==> src/rtl/audio_ingress_pkg.sv <==
// Shared types and defaults for the STM32 audio ingress block.
package audio_ingress_pkg;

  localparam int AUDIO_DATA_WIDTH = 16;
  localparam int AUDIO_FIFO_DEPTH = 64;

  typedef enum logic [1:0] {
    S_DISABLED = 2'd0,
    S_FILL     = 2'd1,
    S_STREAM   = 2'd2
  } state_t;

  // Saturating increment for the 16-bit statistics counters.
  function automatic logic [15:0] sat_inc16(input logic [15:0] v);
    return (v == 16'hFFFF) ? v : v + 16'd1;
  endfunction

endpackage

==> src/rtl/sample_fifo.sv <==
// Synchronous show-ahead FIFO: the head word is visible on rdata_o without a pop.
module sample_fifo #(
  parameter int DW    = 16,
  parameter int DEPTH = 64
) (
  input  logic                     clk_i,
  input  logic                     rst_i,
  input  logic                     flush_i,
  input  logic                     push_i,
  input  logic                     pop_i,
  input  logic [DW-1:0]            wdata_i,
  output logic [DW-1:0]            rdata_o,
  output logic                     full_o,
  output logic                     empty_o,
  output logic [$clog2(DEPTH):0]   level_o
);

  localparam int AW = $clog2(DEPTH);
  localparam int LW = AW + 1;

  logic [DW-1:0] mem_q [DEPTH];
  logic [AW-1:0] wr_ptr_q;
  logic [AW-1:0] rd_ptr_q;
  logic [LW-1:0] level_q;
  logic          do_push;
  logic          do_pop;

  assign full_o  = (level_q == LW'(DEPTH));
  assign empty_o = (level_q == '0);
  assign level_o = level_q;
  assign rdata_o = mem_q[rd_ptr_q];

  // A push into a full FIFO is legal only when the head leaves in the same cycle.
  assign do_pop  = pop_i & ~empty_o;
  assign do_push = push_i & (~full_o | do_pop);

  always_ff @(posedge clk_i) begin
    if (do_push && !flush_i) begin
      mem_q[wr_ptr_q] <= wdata_i;
    end
  end

  always_ff @(posedge clk_i) begin
    if (rst_i || flush_i) begin
      wr_ptr_q <= '0;
      rd_ptr_q <= '0;
      level_q  <= '0;
    end else begin
      if (do_push) wr_ptr_q <= wr_ptr_q + 1'b1;
      if (do_pop)  rd_ptr_q <= rd_ptr_q + 1'b1;
      case ({do_push, do_pop})
        2'b10:   level_q <= level_q + 1'b1;
        2'b01:   level_q <= level_q - 1'b1;
        default: level_q <= level_q;
      endcase
    end
  end

endmodule

==> src/rtl/stm32_audio_ingress.sv <==
// STM32 parallel-sample ingress feeding the DE1 Audio_Controller.
// Optional statistics counters are built when AUDIO_INGRESS_STATS_EN is defined.
module stm32_audio_ingress
  import audio_ingress_pkg::*;
#(
  parameter int DATA_WIDTH   = AUDIO_DATA_WIDTH,
  parameter int FIFO_DEPTH   = AUDIO_FIFO_DEPTH,
  parameter int SYNC_STAGES  = 2,
  parameter int READY_MARGIN = 4
) (
  input  logic                          CLOCK_50,
  input  logic                          reset,
  input  logic [DATA_WIDTH-1:0]         audio_in,
  input  logic                          audio_wr,
  input  logic                          audio_enable,
  output logic                          audio_ready,
  input  logic                          audio_out_allowed,
  output logic                          write_audio_out,
  output logic [DATA_WIDTH-1:0]         left_channel_audio_out,
  output logic [DATA_WIDTH-1:0]         right_channel_audio_out,
  output logic [$clog2(FIFO_DEPTH):0]   fifo_level,
  output logic                          overflow_sticky,
`ifdef AUDIO_INGRESS_STATS_EN
  output logic [15:0]                   underrun_count,
  output logic [15:0]                   drop_count,
`endif
  output state_t                        fsm_state
);

  localparam int LW = $clog2(FIFO_DEPTH) + 1;
  localparam logic [LW-1:0] READY_LIMIT = LW'(FIFO_DEPTH - READY_MARGIN);
  localparam logic [LW-1:0] HALF_LEVEL  = LW'(FIFO_DEPTH / 2);

  logic [SYNC_STAGES-1:0] wr_sync_q;
  logic [SYNC_STAGES-1:0] en_sync_q;
  logic                   wr_s_prev_q;
  logic                   wr_s;
  logic                   en_s;

  state_t                 state_q;
  logic                   ready_q;
  logic                   ovf_q;
  logic [DATA_WIDTH-1:0]  last_q;

  logic                   active;
  logic                   push_evt;
  logic                   push_try;
  logic                   push_ok;
  logic                   drop;
  logic                   write;
  logic                   underrun;

  logic [DATA_WIDTH-1:0]  rdata;
  logic                   full;
  logic                   empty;
  logic [LW-1:0]          level;

  always_ff @(posedge CLOCK_50) begin
    if (reset) begin
      wr_sync_q   <= '0;
      en_sync_q   <= '0;
      wr_s_prev_q <= 1'b0;
    end else begin
      wr_sync_q   <= {wr_sync_q[SYNC_STAGES-2:0], audio_wr};
      en_sync_q   <= {en_sync_q[SYNC_STAGES-2:0], audio_enable};
      wr_s_prev_q <= wr_s;
    end
  end

  assign wr_s     = wr_sync_q[SYNC_STAGES-1];
  assign en_s     = en_sync_q[SYNC_STAGES-1];
  assign push_evt = wr_s & ~wr_s_prev_q;

  // Outside S_DISABLED with the enable high the FIFO is live; otherwise it is held flushed.
  assign active   = en_s & (state_q != S_DISABLED);
  assign push_try = push_evt & active;
  assign write    = (state_q == S_STREAM) & en_s & audio_out_allowed & ~empty;
  assign underrun = (state_q == S_STREAM) & en_s & audio_out_allowed & empty;
  assign push_ok  = push_try & (~full | write);
  assign drop     = push_try & ~push_ok;

  sample_fifo #(
    .DW    (DATA_WIDTH),
    .DEPTH (FIFO_DEPTH)
  ) u_fifo (
    .clk_i   (CLOCK_50),
    .rst_i   (reset),
    .flush_i (~active),
    .push_i  (push_ok),
    .pop_i   (write),
    .wdata_i (audio_in),
    .rdata_o (rdata),
    .full_o  (full),
    .empty_o (empty),
    .level_o (level)
  );

  always_ff @(posedge CLOCK_50) begin
    if (reset) begin
      state_q <= S_DISABLED;
      ready_q <= 1'b0;
      ovf_q   <= 1'b0;
      last_q  <= '0;
    end else begin
      ready_q <= active & (level < READY_LIMIT);
      if (write) last_q <= rdata;
      if (!active)   ovf_q <= 1'b0;
      else if (drop) ovf_q <= 1'b1;
      if (!en_s) begin
        state_q <= S_DISABLED;
      end else begin
        case (state_q)
          S_DISABLED: state_q <= S_FILL;
          S_FILL:     if (level >= HALF_LEVEL) state_q <= S_STREAM;
          S_STREAM:   if (underrun) state_q <= S_FILL;
          default:    state_q <= S_DISABLED;
        endcase
      end
    end
  end

  // The controller sees the head word during a write and the last written sample otherwise.
  assign write_audio_out         = write;
  assign left_channel_audio_out  = write ? rdata : last_q;
  assign right_channel_audio_out = write ? rdata : last_q;
  assign audio_ready             = ready_q;
  assign fifo_level              = level;
  assign overflow_sticky         = ovf_q;
  assign fsm_state               = state_q;

`ifdef AUDIO_INGRESS_STATS_EN
  logic [15:0] underrun_cnt_q;
  logic [15:0] drop_cnt_q;

  always_ff @(posedge CLOCK_50) begin
    if (reset) begin
      underrun_cnt_q <= '0;
      drop_cnt_q     <= '0;
    end else begin
      if (underrun) underrun_cnt_q <= sat_inc16(underrun_cnt_q);
      if (drop)     drop_cnt_q     <= sat_inc16(drop_cnt_q);
    end
  end

  assign underrun_count = underrun_cnt_q;
  assign drop_count     = drop_cnt_q;
`endif

endmodule

==> config.mk <==
export PLATFORM = sky130hd
export DESIGN_NAME = stm32_audio_ingress
export DESIGN_NICKNAME = d
export VERILOG_FILES = /design/src/rtl/audio_ingress_pkg.sv /design/src/rtl/sample_fifo.sv /design/src/rtl/stm32_audio_ingress.sv
export SDC_FILE = /design/constraint.sdc
export NUM_CORES = 1
export LEC_CHECK = 0
export BUFFER_PORTS_ARGS = -buffer_cell sky130_fd_sc_hd__buf_2
export CORE_ASPECT_RATIO = 1.5
export CORE_MARGIN = 3
export CORE_UTILIZATION = 50
export DETAILED_ROUTE_END_ITERATION = 10
export PLACE_DENSITY = 0.7
export SKIP_CTS_REPAIR_TIMING = 1
export SLEW_MARGIN = 20
export SYNTH_ARGS = -nofsm -noshare
export SYNTH_HDL_FRONTEND = slang
export SYNTH_HIERARCHICAL = 1
export SYNTH_SLANG_ARGS = --single-unit
==> constraint.sdc <==
create_clock -name CLOCK_50 -period 5.52 [get_ports CLOCK_50]
set_input_delay 0.276 -clock CLOCK_50 [delete_from_list [all_inputs] [get_ports CLOCK_50]]
set_output_delay 0.276 -clock CLOCK_50 [all_outputs]
set_load 0.02 [all_outputs]
==> reports/metrics.csv <==
stage,metric,value,unit
run_status,outcome,finished clean,
timing,max_slew_margin,28.5,%
floorplan,fp.dieArea,87200,um2
setup_path,worstPathArrival,4.22,ns
setup_path,critical_path.slowest_cell,dfxtp_4,
drt,antenna_left,0,
pwr,power,15.5,mW
setup_path,cpPeakStageDelay,0.83,ns
cells_and_area,design_area,46600,um2
timing,timing.final.crit_period,4.50,ns
setup_path,criticalPathCategory,flop to output port,
timing,max_clock_freq,222,MHz
setup_path,reg2reg_from,u_fifo/level_o[5],
global_routing,antenna_found_initial,1,
yosys,synthArstFlopShare,0,%
global_routing,grt_first_pass_wirelength,147,mm
yosys,ys.warnings.count,6,
clock_network,worst_setup_hold_path_clk_slew,0.07,ns
timing,setup-tns-final,0,ns
global_routing,pin_count_of_the_biggest_net_entering_global_routing,77,
cells_and_area,ff_latch_area,31800,um2
setup_path,critical_path.endpoint,right_channel_audio_out[3],
yosys,ys_seq_elements,1074,
timing,report.final.setup_viol,0,
cells_and_area,synthToLayoutAreaGrowth,11.6,%
cells_and_area,drive_above_1_share,23.9,%
cells_and_area,multi_input_gate_area,9290,um2
setup_path,path_delay_family,simple AND/OR/NAND/NOR gates,
drt,total_number_of_vias,21200,
yosys,synth.lib_cells_used.distinct,66,
global_routing,grt.overflow.total,0,
setup_path,timing.critical_path.buf_inv,2,
setup_path,worstPathRequired,5.24,ns
drt,violation_count_after_the_first_detailed_routing_iteration,2380,
global_routing,global_route_total_usage_across_every_layer,23.0,%
yosys,syn-instance-count,2140,
clock_network,cell_at_the_root_of_the_clock_tree,clkbuf_16,
setup_path,setup.reg_to_reg.worst_slack,1.55,ns
clock_network,cts.sinks,1074,
drt,detail_route.drc_violations,0,
timing,timing.clock.skew,0.0233,ns
setup_path,worstSetupEndpointType,output port,
floorplan,number_of_top_level_design_ports,65,
floorplan,row_count,129,
yosys,synth.cell_area,41800,um2
yosys,synth_enable_flop_cells,1024,
global_routing,number_of_global_route_vias_before_repair,21800,
min_path,worstHoldStart,reset,
clock_network,tritoncts,done,
clock_network,cts.path.max_buffers,3,
clock_network,htree_num_levels,3,
drt,drt_wl_total,100,mm
floorplan,floorplan.die.width,242,um
setup_path,critPathMaxFanout,32,
setup_path,worst_r2r_dst,u_fifo/mem_q[11][1],
timing,max_slew.worst_pin.slew,1.07,ns
pwr,leakage_power_total,14.4,nW
placement,dpl-instance-area,43600,um2
cells_and_area,layout.nets,2305,
yosys,synth_fp_nets,2169,
setup_path,depth_of_the_critical_timing_path_with_buffers_and_inverters_included,9,
timing,slew_viol_final,0,
drt,detail_route.first_pass.iterations,5,
clock_network,cts_made_buffers,89,
floorplan,core_area,82600,um2
placement,detailedPlacementHpwl,62.2,mm
floorplan,starting_density_of_the_core,50.6,%
drt,wl_per_cell,29.0,um
setup_path,critical_path_start_type,flop,
timing,grt_setup_unrepaired,no,
setup_path,path_depth_of_the_worst_reg2reg_path,10,
pwr,power-per-cell-area,333,nW/um2
clock_network,clk_latency,0.65,ns
placement,buffer_ports.inserted,64,
timing,fin_crit_sh,81.5,%
timing,holdWs,0.101,ns
cells_and_area,filler_cell_count,6124,
timing,finalHoldViolations,0,
flow_run,timing.max_cap.violations,0,
yosys,synth_seq_area_share,76.0,%
setup_path,crit_path_cell_trace,"buf_4, nand2b_1, nor2_1, a22oi_1, a41oi_1, nand3_1, nand3_2, nand2_1, buf_2",
placement,place.gp.congestion,0.861,
drt,drt-vias-per-instance,6.13,
floorplan,chipHeight,360,um
yosys,most_frequently_used_flop_master_after_synthesis,edfxtp_1,
pwr,irDropWorstVdd,259,uV
min_path,worst_hold_path_type,input port to flop,
yosys,postSynthAreaPerCell,19.5,um2
==> sequential cells by signal, summed over array words and instances, names as in the netlist, 2 cells and up, named ones only <==
register / cells
u_fifo/level_o: 7
u_fifo/rd_ptr_q: 6
en_sync_q: 2
last_q: 16
fsm_state: 2
wr_sync_q: 2
u_fifo/mem_q: 1024
u_fifo/wr_ptr_q: 6
==> report_power, final <==
part | total (mW) | switching, mW | internal, mW | leakage (nW)
combinational | 0.169 | 0.153 | 0.0152 | 3.30
sequential | 8.91 | 0.00140 | 8.91 | 9.61
clock | 6.44 | 2.80 | 3.64 | 1.48
==> placed cells by master, fill, tap and decap left out, types with 7 or more instances in the layout <==
master	instances
and4_1	9
nand3_2	11
buf_2	64
mux4_2	179
nor4_1	7
clkbuf_1	17
a21oi_1	35
o21ai_0	31
bufinv_16	10
edfxtp_1	1024
a211oi_1	38
inv_1	8
clkinv_1	15
nor3_1	19
a41oi_1	7
clkbuf_16	94
nor2b_1	24
nand3_1	20
o22a_1	7
clkinv_2	19
o22ai_1	63
nor2_1	108
mux2i_1	119
nand2_1	65
ha_1	7
buf_4	100
dfxtp_1	46
a22oi_1	36
a221oi_1	19
mux2_2	48
==> logic make-up after synthesis <==
group | synth area share, %
DFF | 76.0
AOI/OAI and AO/OA | 4.23
and+or+nand+nor | 3.71
muxes | 13.8
buffers and inverters | 1.80
xor gates and xnor gates | 0.231
adders and majority gates | 0.257
==> stage by stage <==
stage	setup slack (ns)	cells	utilization (%)
4_1_cts	1.07	3462	56.4
6_report	1.02	3465	56.4
2_1_floorplan	1.77	2140	-
3_3_place_gp	1.79	3296	52.8
3_5_place_dp	1.63	3296	52.8
5_1_grt	0.887	3464	56.4
==> routing by layer <==
metal	wire length [um]	GRT usage, %
met5	0	0
met4	4930	10.7
met1	36800	28.5
met2	52700	40.7
met3	6030	2.68
==> synthesized netlist by cell type (20+ instances only) <==
library cell,count,area (um2)
buf_4,30,225
clkbuf_1,25,93.8
edfxtp_1,1024,30700
mux2_2,48,541
nor2_1,109,409
dfxtp_1,50,1000
a22oi_1,36,270
a21oi_1,35,175
nand2_1,65,244
nor2b_1,24,150
mux2i_1,119,1190
a211oi_1,38,285
o22ai_1,63,394
buf_2,51,255
mux4_2,179,4030
nand3_1,20,100
o21ai_0,31,155
==> layout make-up <==
| type | instances | share of cell area (%) |
|---|---|---|
| flip-flops and latches | 1074 | 68.1 |
| clock inverters | 51 | 1.09 |
| diodes | 1 | 0.00537 |
| multi-input cells | 931 | 19.9 |
| inverters | 10 | 0.0805 |
| well taps | 1113 | 2.99 |
| clock buffers | 115 | 5.30 |
| repair buffers | 170 | 2.51 |
==> worst min path at each step <==
| stage | slack, ns | end | depth (start not counted) |
|---|---|---|---|
| after floorplan | 0.35 | wr_sync_q[0] | 1 |
| after CTS | -0.19 | en_sync_q[0] | 2 |
| after global placement | 0.43 | wr_sync_q[1] | 1 |
| after detailed placement | 0.47 | wr_sync_q[1] | 1 |
| after global routing | 0.14 | last_q[13] | 2 |
| final | 0.10 | en_sync_q[0] | 2 |
Note: power is estimated with default switching activity, not from simulation.
